[src/rtl/wb_arb_pkg.sv]
// Shared definitions for the two-master Wishbone arbiter in front of the
// SDRAM controller: FSM state encoding, CTI cycle-type codes and default
// bus widths.
package wb_arb_pkg;

    // Default bus geometry and watchdog limit
    localparam int AW_DEF  = 26;
    localparam int DW_DEF  = 32;
    localparam int TMO_DEF = 255;

    // Wishbone registered-feedback cycle type identifiers
    localparam logic [2:0] CTI_CLASSIC = 3'b000;
    localparam logic [2:0] CTI_INCR    = 3'b010;
    localparam logic [2:0] CTI_EOB     = 3'b111;

    // Arbiter state; the grant register is derived alongside it
    typedef enum logic [1:0] {
        IDLE = 2'd0,
        GNT0 = 2'd1,
        GNT1 = 2'd2
    } arb_state_t;

    // One-hot grant vector belonging to a state (00 when idle)
    function automatic logic [1:0] state_gnt(input arb_state_t s);
        logic [1:0] g;
        g = 2'b00;
        if (s == GNT0) g = 2'b01;
        if (s == GNT1) g = 2'b10;
        return g;
    endfunction

endpackage

[src/rtl/wb_arb_wdog.sv]
// Bus watchdog for wb_arb2. Built only when WB_ARB_TMO_EN is defined.
// Counts granted cycles where the owning master strobes and the slave does
// not acknowledge; when the count reaches LIMIT it raises a one-cycle error
// to the owning master and tells the arbiter to drop the grant.
`ifdef WB_ARB_TMO_EN
module wb_arb_wdog #(
    parameter int LIMIT = 255
) (
    input  logic       clk,
    input  logic       rst_n,
    input  logic [1:0] gnt,
    input  logic       stb,
    input  logic       ack,
    output logic       hit,
    output logic [1:0] err
);

    logic [7:0] cnt;
    logic [7:0] cnt_base;
    logic [1:0] gnt_seen;
    logic       stall;

    // A grant change restarts the count from zero in the same cycle, so the
    // first stalled cycle of a new owner is counted as cycle 1.
    always_comb begin
        cnt_base = (gnt != gnt_seen) ? 8'd0 : cnt;
        stall    = (gnt != 2'b00) && stb && !ack;
        hit      = stall && (cnt_base == 8'(LIMIT - 1));
        err      = hit ? gnt : 2'b00;
    end

    // Stall counter and previous-grant tracker
    always_ff @(posedge clk or negedge rst_n) begin
        if (!rst_n) begin
            cnt      <= 8'd0;
            gnt_seen <= 2'b00;
        end else begin
            gnt_seen <= gnt;
            if (ack)
                cnt <= 8'd0;
            else if (stall)
                cnt <= cnt_base + 8'd1;
            else
                cnt <= cnt_base;
        end
    end

endmodule
`endif

[src/rtl/wb_arb2.sv]
// Two-master round-robin Wishbone arbiter in front of the SDRAM controller.
// The grant is registered; the slave bus is muxed combinationally from the
// registered grant so a request reaches s_stb_o one cycle after it appears.
// Once granted, a master keeps the bus for as long as its cyc stays high.
// Optional feature: define WB_ARB_TMO_EN to build the stall watchdog
// (wb_arb_wdog) that errors out and releases a master stuck for TMO cycles.
// Handshake: a master requests with cyc & stb; it is served when it owns the
// grant, and a beat completes on the cycle its ack (or err) is high.
module wb_arb2
    import wb_arb_pkg::*;
#(
    parameter int AW  = AW_DEF,
    parameter int DW  = DW_DEF,
    parameter int SW  = DW / 8,
    parameter int TMO = TMO_DEF
) (
    input  logic          wb_clk_i,
    input  logic          wb_resetn,

    input  logic          m0_cyc_i,
    input  logic          m0_stb_i,
    input  logic          m0_we_i,
    input  logic [AW-1:0] m0_addr_i,
    input  logic [DW-1:0] m0_dat_i,
    input  logic [SW-1:0] m0_sel_i,
    input  logic [2:0]    m0_cti_i,
    output logic          m0_ack_o,
    output logic [DW-1:0] m0_dat_o,
    output logic          m0_err_o,

    input  logic          m1_cyc_i,
    input  logic          m1_stb_i,
    input  logic          m1_we_i,
    input  logic [AW-1:0] m1_addr_i,
    input  logic [DW-1:0] m1_dat_i,
    input  logic [SW-1:0] m1_sel_i,
    input  logic [2:0]    m1_cti_i,
    output logic          m1_ack_o,
    output logic [DW-1:0] m1_dat_o,
    output logic          m1_err_o,

    output logic          s_cyc_o,
    output logic          s_stb_o,
    output logic          s_we_o,
    output logic [AW-1:0] s_addr_o,
    output logic [DW-1:0] s_dat_o,
    output logic [SW-1:0] s_sel_o,
    output logic [2:0]    s_cti_o,
    input  logic          s_ack_i,
    input  logic [DW-1:0] s_dat_i,

    output logic [1:0]    gnt_o
);

    arb_state_t state;
    logic [1:0] gnt_q;
    logic       last_gnt;   // index of the master granted most recently
    logic       req0;
    logic       req1;
    logic       tmo_hit;

`ifdef WB_ARB_TMO_EN
    logic       lock0;
    logic       lock1;
    logic       gnt_stb;
    logic [1:0] wdog_err;

    // A timed-out master may not be regranted until it drops cyc once
    always_ff @(posedge wb_clk_i or negedge wb_resetn) begin
        if (!wb_resetn) begin
            lock0 <= 1'b0;
            lock1 <= 1'b0;
        end else begin
            if (!m0_cyc_i)
                lock0 <= 1'b0;
            else if (wdog_err[0])
                lock0 <= 1'b1;
            if (!m1_cyc_i)
                lock1 <= 1'b0;
            else if (wdog_err[1])
                lock1 <= 1'b1;
        end
    end

    // Requests seen by the arbiter, masked while a master is locked out
    always_comb begin
        req0    = m0_cyc_i && m0_stb_i && !lock0;
        req1    = m1_cyc_i && m1_stb_i && !lock1;
        gnt_stb = (gnt_q[0] && m0_stb_i) || (gnt_q[1] && m1_stb_i);
    end

    wb_arb_wdog #(
        .LIMIT (TMO)
    ) u_wdog (
        .clk   (wb_clk_i),
        .rst_n (wb_resetn),
        .gnt   (gnt_q),
        .stb   (gnt_stb),
        .ack   (s_ack_i),
        .hit   (tmo_hit),
        .err   (wdog_err)
    );

    assign m0_err_o = wdog_err[0];
    assign m1_err_o = wdog_err[1];
`else
    logic [7:0] unused_tmo;

    // Without the watchdog a request is simply cyc & stb
    always_comb begin
        req0 = m0_cyc_i && m0_stb_i;
        req1 = m1_cyc_i && m1_stb_i;
    end

    assign tmo_hit    = 1'b0;
    assign m0_err_o   = 1'b0;
    assign m1_err_o   = 1'b0;
    assign unused_tmo = 8'(TMO);
`endif

    // Grant FSM: round-robin on ties, hold while cyc is high, hand over
    // directly to a waiting master on release
    always_ff @(posedge wb_clk_i or negedge wb_resetn) begin
        if (!wb_resetn) begin
            state    <= IDLE;
            gnt_q    <= 2'b00;
            last_gnt <= 1'b1;
        end else begin
            unique case (state)
                IDLE: begin
                    if (req0 && (!req1 || last_gnt)) begin
                        state    <= GNT0;
                        gnt_q    <= state_gnt(GNT0);
                        last_gnt <= 1'b0;
                    end else if (req1) begin
                        state    <= GNT1;
                        gnt_q    <= state_gnt(GNT1);
                        last_gnt <= 1'b1;
                    end
                end
                GNT0: begin
                    if (tmo_hit) begin
                        state <= IDLE;
                        gnt_q <= state_gnt(IDLE);
                    end else if (!m0_cyc_i) begin
                        if (req1) begin
                            state    <= GNT1;
                            gnt_q    <= state_gnt(GNT1);
                            last_gnt <= 1'b1;
                        end else begin
                            state <= IDLE;
                            gnt_q <= state_gnt(IDLE);
                        end
                    end
                end
                GNT1: begin
                    if (tmo_hit) begin
                        state <= IDLE;
                        gnt_q <= state_gnt(IDLE);
                    end else if (!m1_cyc_i) begin
                        if (req0) begin
                            state    <= GNT0;
                            gnt_q    <= state_gnt(GNT0);
                            last_gnt <= 1'b0;
                        end else begin
                            state <= IDLE;
                            gnt_q <= state_gnt(IDLE);
                        end
                    end
                end
                default: begin
                    state <= IDLE;
                    gnt_q <= state_gnt(IDLE);
                end
            endcase
        end
    end

    // Slave bus and acks follow the registered grant; idle drives zeros
    always_comb begin
        s_cyc_o  = 1'b0;
        s_stb_o  = 1'b0;
        s_we_o   = 1'b0;
        s_addr_o = '0;
        s_dat_o  = '0;
        s_sel_o  = '0;
        s_cti_o  = CTI_CLASSIC;
        m0_ack_o = 1'b0;
        m1_ack_o = 1'b0;
        unique case (state)
            GNT0: begin
                s_cyc_o  = m0_cyc_i;
                s_stb_o  = m0_stb_i;
                s_we_o   = m0_we_i;
                s_addr_o = m0_addr_i;
                s_dat_o  = m0_dat_i;
                s_sel_o  = m0_sel_i;
                s_cti_o  = m0_cti_i;
                m0_ack_o = s_ack_i;
            end
            GNT1: begin
                s_cyc_o  = m1_cyc_i;
                s_stb_o  = m1_stb_i;
                s_we_o   = m1_we_i;
                s_addr_o = m1_addr_i;
                s_dat_o  = m1_dat_i;
                s_sel_o  = m1_sel_i;
                s_cti_o  = m1_cti_i;
                m1_ack_o = s_ack_i;
            end
            default: ;
        endcase
    end

    // Read data goes to both masters; only the ack says whose it is
    assign m0_dat_o = s_dat_i;
    assign m1_dat_o = s_dat_i;
    assign gnt_o    = gnt_q;

endmodule

[config.mk]
export PLATFORM = sky130hd
export DESIGN_NAME = wb_arb2
export DESIGN_NICKNAME = d
export VERILOG_FILES = /design/src/rtl/wb_arb_pkg.sv /design/src/rtl/wb_arb_wdog.sv /design/src/rtl/wb_arb2.sv
export SDC_FILE = /design/constraint.sdc
export NUM_CORES = 1
export LEC_CHECK = 0
export CAP_MARGIN = 20
export CORE_AREA = 2 2 121 123
export DETAILED_ROUTE_END_ITERATION = 10
export DIE_AREA = 0 0 123 125
export SKIP_CTS_REPAIR_TIMING = 1
export SYNTH_ARGS = -nofsm -noshare
export SYNTH_HDL_FRONTEND = slang
export SYNTH_SLANG_ARGS = --single-unit
[constraint.sdc]
create_clock -name wb_clk_i -period 4.1 [get_ports wb_clk_i]
set_input_delay 0.41 -clock wb_clk_i [delete_from_list [all_inputs] [get_ports wb_clk_i]]
set_output_delay 0.41 -clock wb_clk_i [all_outputs]
set_load 0.03 [all_outputs]
==> flow_metrics.tcl <==
set metrics [dict create \
    status "finished clean" \
    critPathBufInv 3 \
    swShare_pct 50.0 \
    synth.distinct_cells 25 \
    antenna_found_initial 0 \
    die_h_um 125 \
    detail-route-antenna-nets 0 \
    hpwlAfterDp_mm 6.54 \
    reg2regPathDepth 6 \
    cts_root_buf "clkbuf_16" \
    cp-start-kind "flop" \
    critical-path-top-delay-family "buffers and inverters" \
    worstSetupPathType "reg2out" \
    cts_max_level 1 \
    p_leak_nw 1.20 \
    num_vias 1969 \
    grt_usage_pct 8.89 \
    cts_buffers 3 \
    r2r_start "gnt_o[0]" \
    relSlewSlack_pct 51.7 \
    slew_viol_final 0 \
    area_growth_pct 120 \
    worstSkewPairLatency_ps 220 \
    start_util_pct 10.6 \
    cts_buffer_depth 2 \
    cts_tree "yes" \
    grt_max_degree 69 \
    reg2reg_slack_ps 2190 \
    crit_fanout 68 \
    drv_cap 0 \
    grt_overflow 0 \
    synth_warnings 0 \
    rows 44 \
    fin_util_pct 23.3 \
    fin_setup_tns_ps 0 \
    fin_total_pwr_w 0.00159 \
    pre_cts_ws_ps 1150 \
    crit_arrival_ps 2760 \
    dr.pass1.iters 4 \
    seq_area_um2 76.3 \
    power.density_nw_per_um2 481 \
    wire_per_inst_um 15.7 \
    worst_slew_pin_slew_ps 725 \
    hold_class "in2async" \
    gp_congestion 0.810 \
    slowest_stage "clkdlybuf4s50_1" \
    skew_ps 1.49 \
    worstReg2RegEnd "last_gnt" \
    rsz0062_at_grt "no" \
    crit_chain "inv_1 > ha_1 > and2_2 > buf_4 > a22o_1 > clkdlybuf4s50_1" \
    grt_pass1_wl_mm 10.9 \
    power_frac_seq_pct 3.8 \
    via_per_inst 3.91 \
    dieArea_um2 15400 \
    synthCells 185 \
    switchingPower_w 0.000797 \
    worstPathRequired_ps 3690 \
    final_nets 495 \
    drc 0 \
    clk_pin_slew_ps 30 \
    end_kind "output pin" \
    fillers 1529 \
    period_needed_ps 3170 \
    wl_mm 7.91 \
    report.final.hold_viol_count 0 \
    syn-cell-area_um2 1510 \
    max_freq_mhz 315 \
    irDropWorstVdd_v 0.000519 \
    io_pins 309 \
    pwr-share-comb_pct 86.5 \
    multi_input_area_um2 806 \
    ys_seq_area_share_pct 5.07 \
    grt_pass1_vias 2008 \
    finalSetupViolations 0 \
    cts.sinks 3 \
    slowest_delay_ps 690 \
    synth-seq-cells 3 \
    drive_gt1_share_pct 2.19 \
    dr.first_iter.drc_count 88 \
    syn_area_per_cell_um2 8.14 \
    internal_power_w 0.000798 \
    coreArea_um2 14200 \
    power.share.clock_pct 9.7 \
    diodes 0 \
    finalCritPeriodShare_pct 77.3 \
    fp.dieW_um 123 \
    layout_commonest_cell "clkdlybuf4s50_1" \
    fin_ws_ps 930 \
    layout_common_cells "210 x clkdlybuf4s50_1, 67 x a22o_1, 4 x inv_1, 4 x ha_1, 3 x clkbuf_16" \
    port_buffers 210 \
]
==> per-stage QoR <==
step | hold WS (ps) | area (um2) | instances
4_1_cts | 375 | 3320 | 503
6_report | 372 | 3320 | 503
3_5_place_dp | 517 | 3240 | 499
2_1_floorplan | 114 | 1510 | 186
3_3_place_gp | 514 | 3240 | 499
5_1_grt | 385 | 3320 | 503
==> power by group through the flow <==
stage | clock, W | combinational [W] | sequential (W)
floorplan | 0 | 0.000924 | 0.0000729
CTS | 0.000157 | 0.00139 | 0.0000599
global route | 0.000161 | 0.00145 | 0.0000625
global placement | 0 | 0.00137 | 0.0000577
finish | 0.000155 | 0.00138 | 0.0000600
detailed placement | 0 | 0.00138 | 0.0000601
==> cell families after synthesis <==
logic type / share of synthesized area, %
simple gates: 5.07
fa+ha+maj: 3.32
compound gates: 44.5
other cells: 0.249
buf+inv: 41.8
flops: 5.07
==> sequential cells by signal, indices dropped and copies added, names as in the netlist <==
| name | cells |
|---|---|
| gnt_o | 2 |
| last_gnt | 1 |
==> worst register-to-register path, cell delays in order, from the launching register on <==
cell and delay (ps):
dfrtp_1 390, inv_1 100, ha_1 330, and2_2 150, buf_4 540, nor2_1 130, a2bb2oi_1 200
==> metal layers <==
layer | wire length, um | global-route usage (%) | share of wire [%]
met1 | 3200 | 10.9 | 40
met2 | 3820 | 15.7 | 48
met3 | 851 | 2.55 | 11
met4 | 46 | 1.27 | 0.58
met5 | 0 | 0 | 0
==> how the worst max path moves through the flow <==
stage	start	to	slack, ps	depth (start not counted)
2_1_floorplan	gnt_o[0]	s_dat_o[0]	1850	7
5_1_grt	gnt_o[0]	s_dat_o[9]	760	6
6_report	gnt_o[0]	s_dat_o[9]	930	6
3_5_place_dp	gnt_o[1]	s_addr_o[4]	1150	6
4_1_cts	gnt_o[0]	s_addr_o[4]	920	6
3_3_place_gp	gnt_o[0]	s_addr_o[4]	1220	5
==> cell type report <==
class | count | share of cell area (%)
clock buffers | 4 | 2.38
flip-flops and latches | 3 | 2.30
well taps | 184 | 6.94
inverters | 4 | 0.453
repair buffers | 211 | 63.6
multi-input cells | 97 | 24.3
==> cells in the mapped netlist <==
| cell type | number | share of area [%] |
|---|---|---|
| a21boi_0 | 1 | 0.50 |
| a21oi_1 | 2 | 0.66 |
| a22o_1 | 67 | 39 |
| a22oi_1 | 2 | 1.0 |
| a2bb2oi_1 | 1 | 0.58 |
| a311oi_1 | 1 | 0.58 |
| a32oi_1 | 1 | 0.58 |
| and2_1 | 3 | 1.2 |
| and2_4 | 1 | 0.58 |
| buf_2 | 8 | 2.7 |
| buf_4 | 69 | 34 |
| buf_6 | 5 | 3.7 |
| conb_1 | 1 | 0.25 |
| dfrtp_1 | 2 | 3.3 |
| dfstp_2 | 1 | 1.7 |
| ha_1 | 4 | 3.3 |
| inv_1 | 4 | 1.0 |
| nand2_1 | 2 | 0.50 |
| nand2b_1 | 2 | 0.83 |
| nand3_1 | 1 | 0.33 |
| nand3b_1 | 1 | 0.50 |
| nand4b_1 | 1 | 0.58 |
| nor2_1 | 2 | 0.50 |
| o21a_1 | 1 | 0.50 |
| o32ai_1 | 2 | 1.2 |
(Power assumes the default switching activity.)
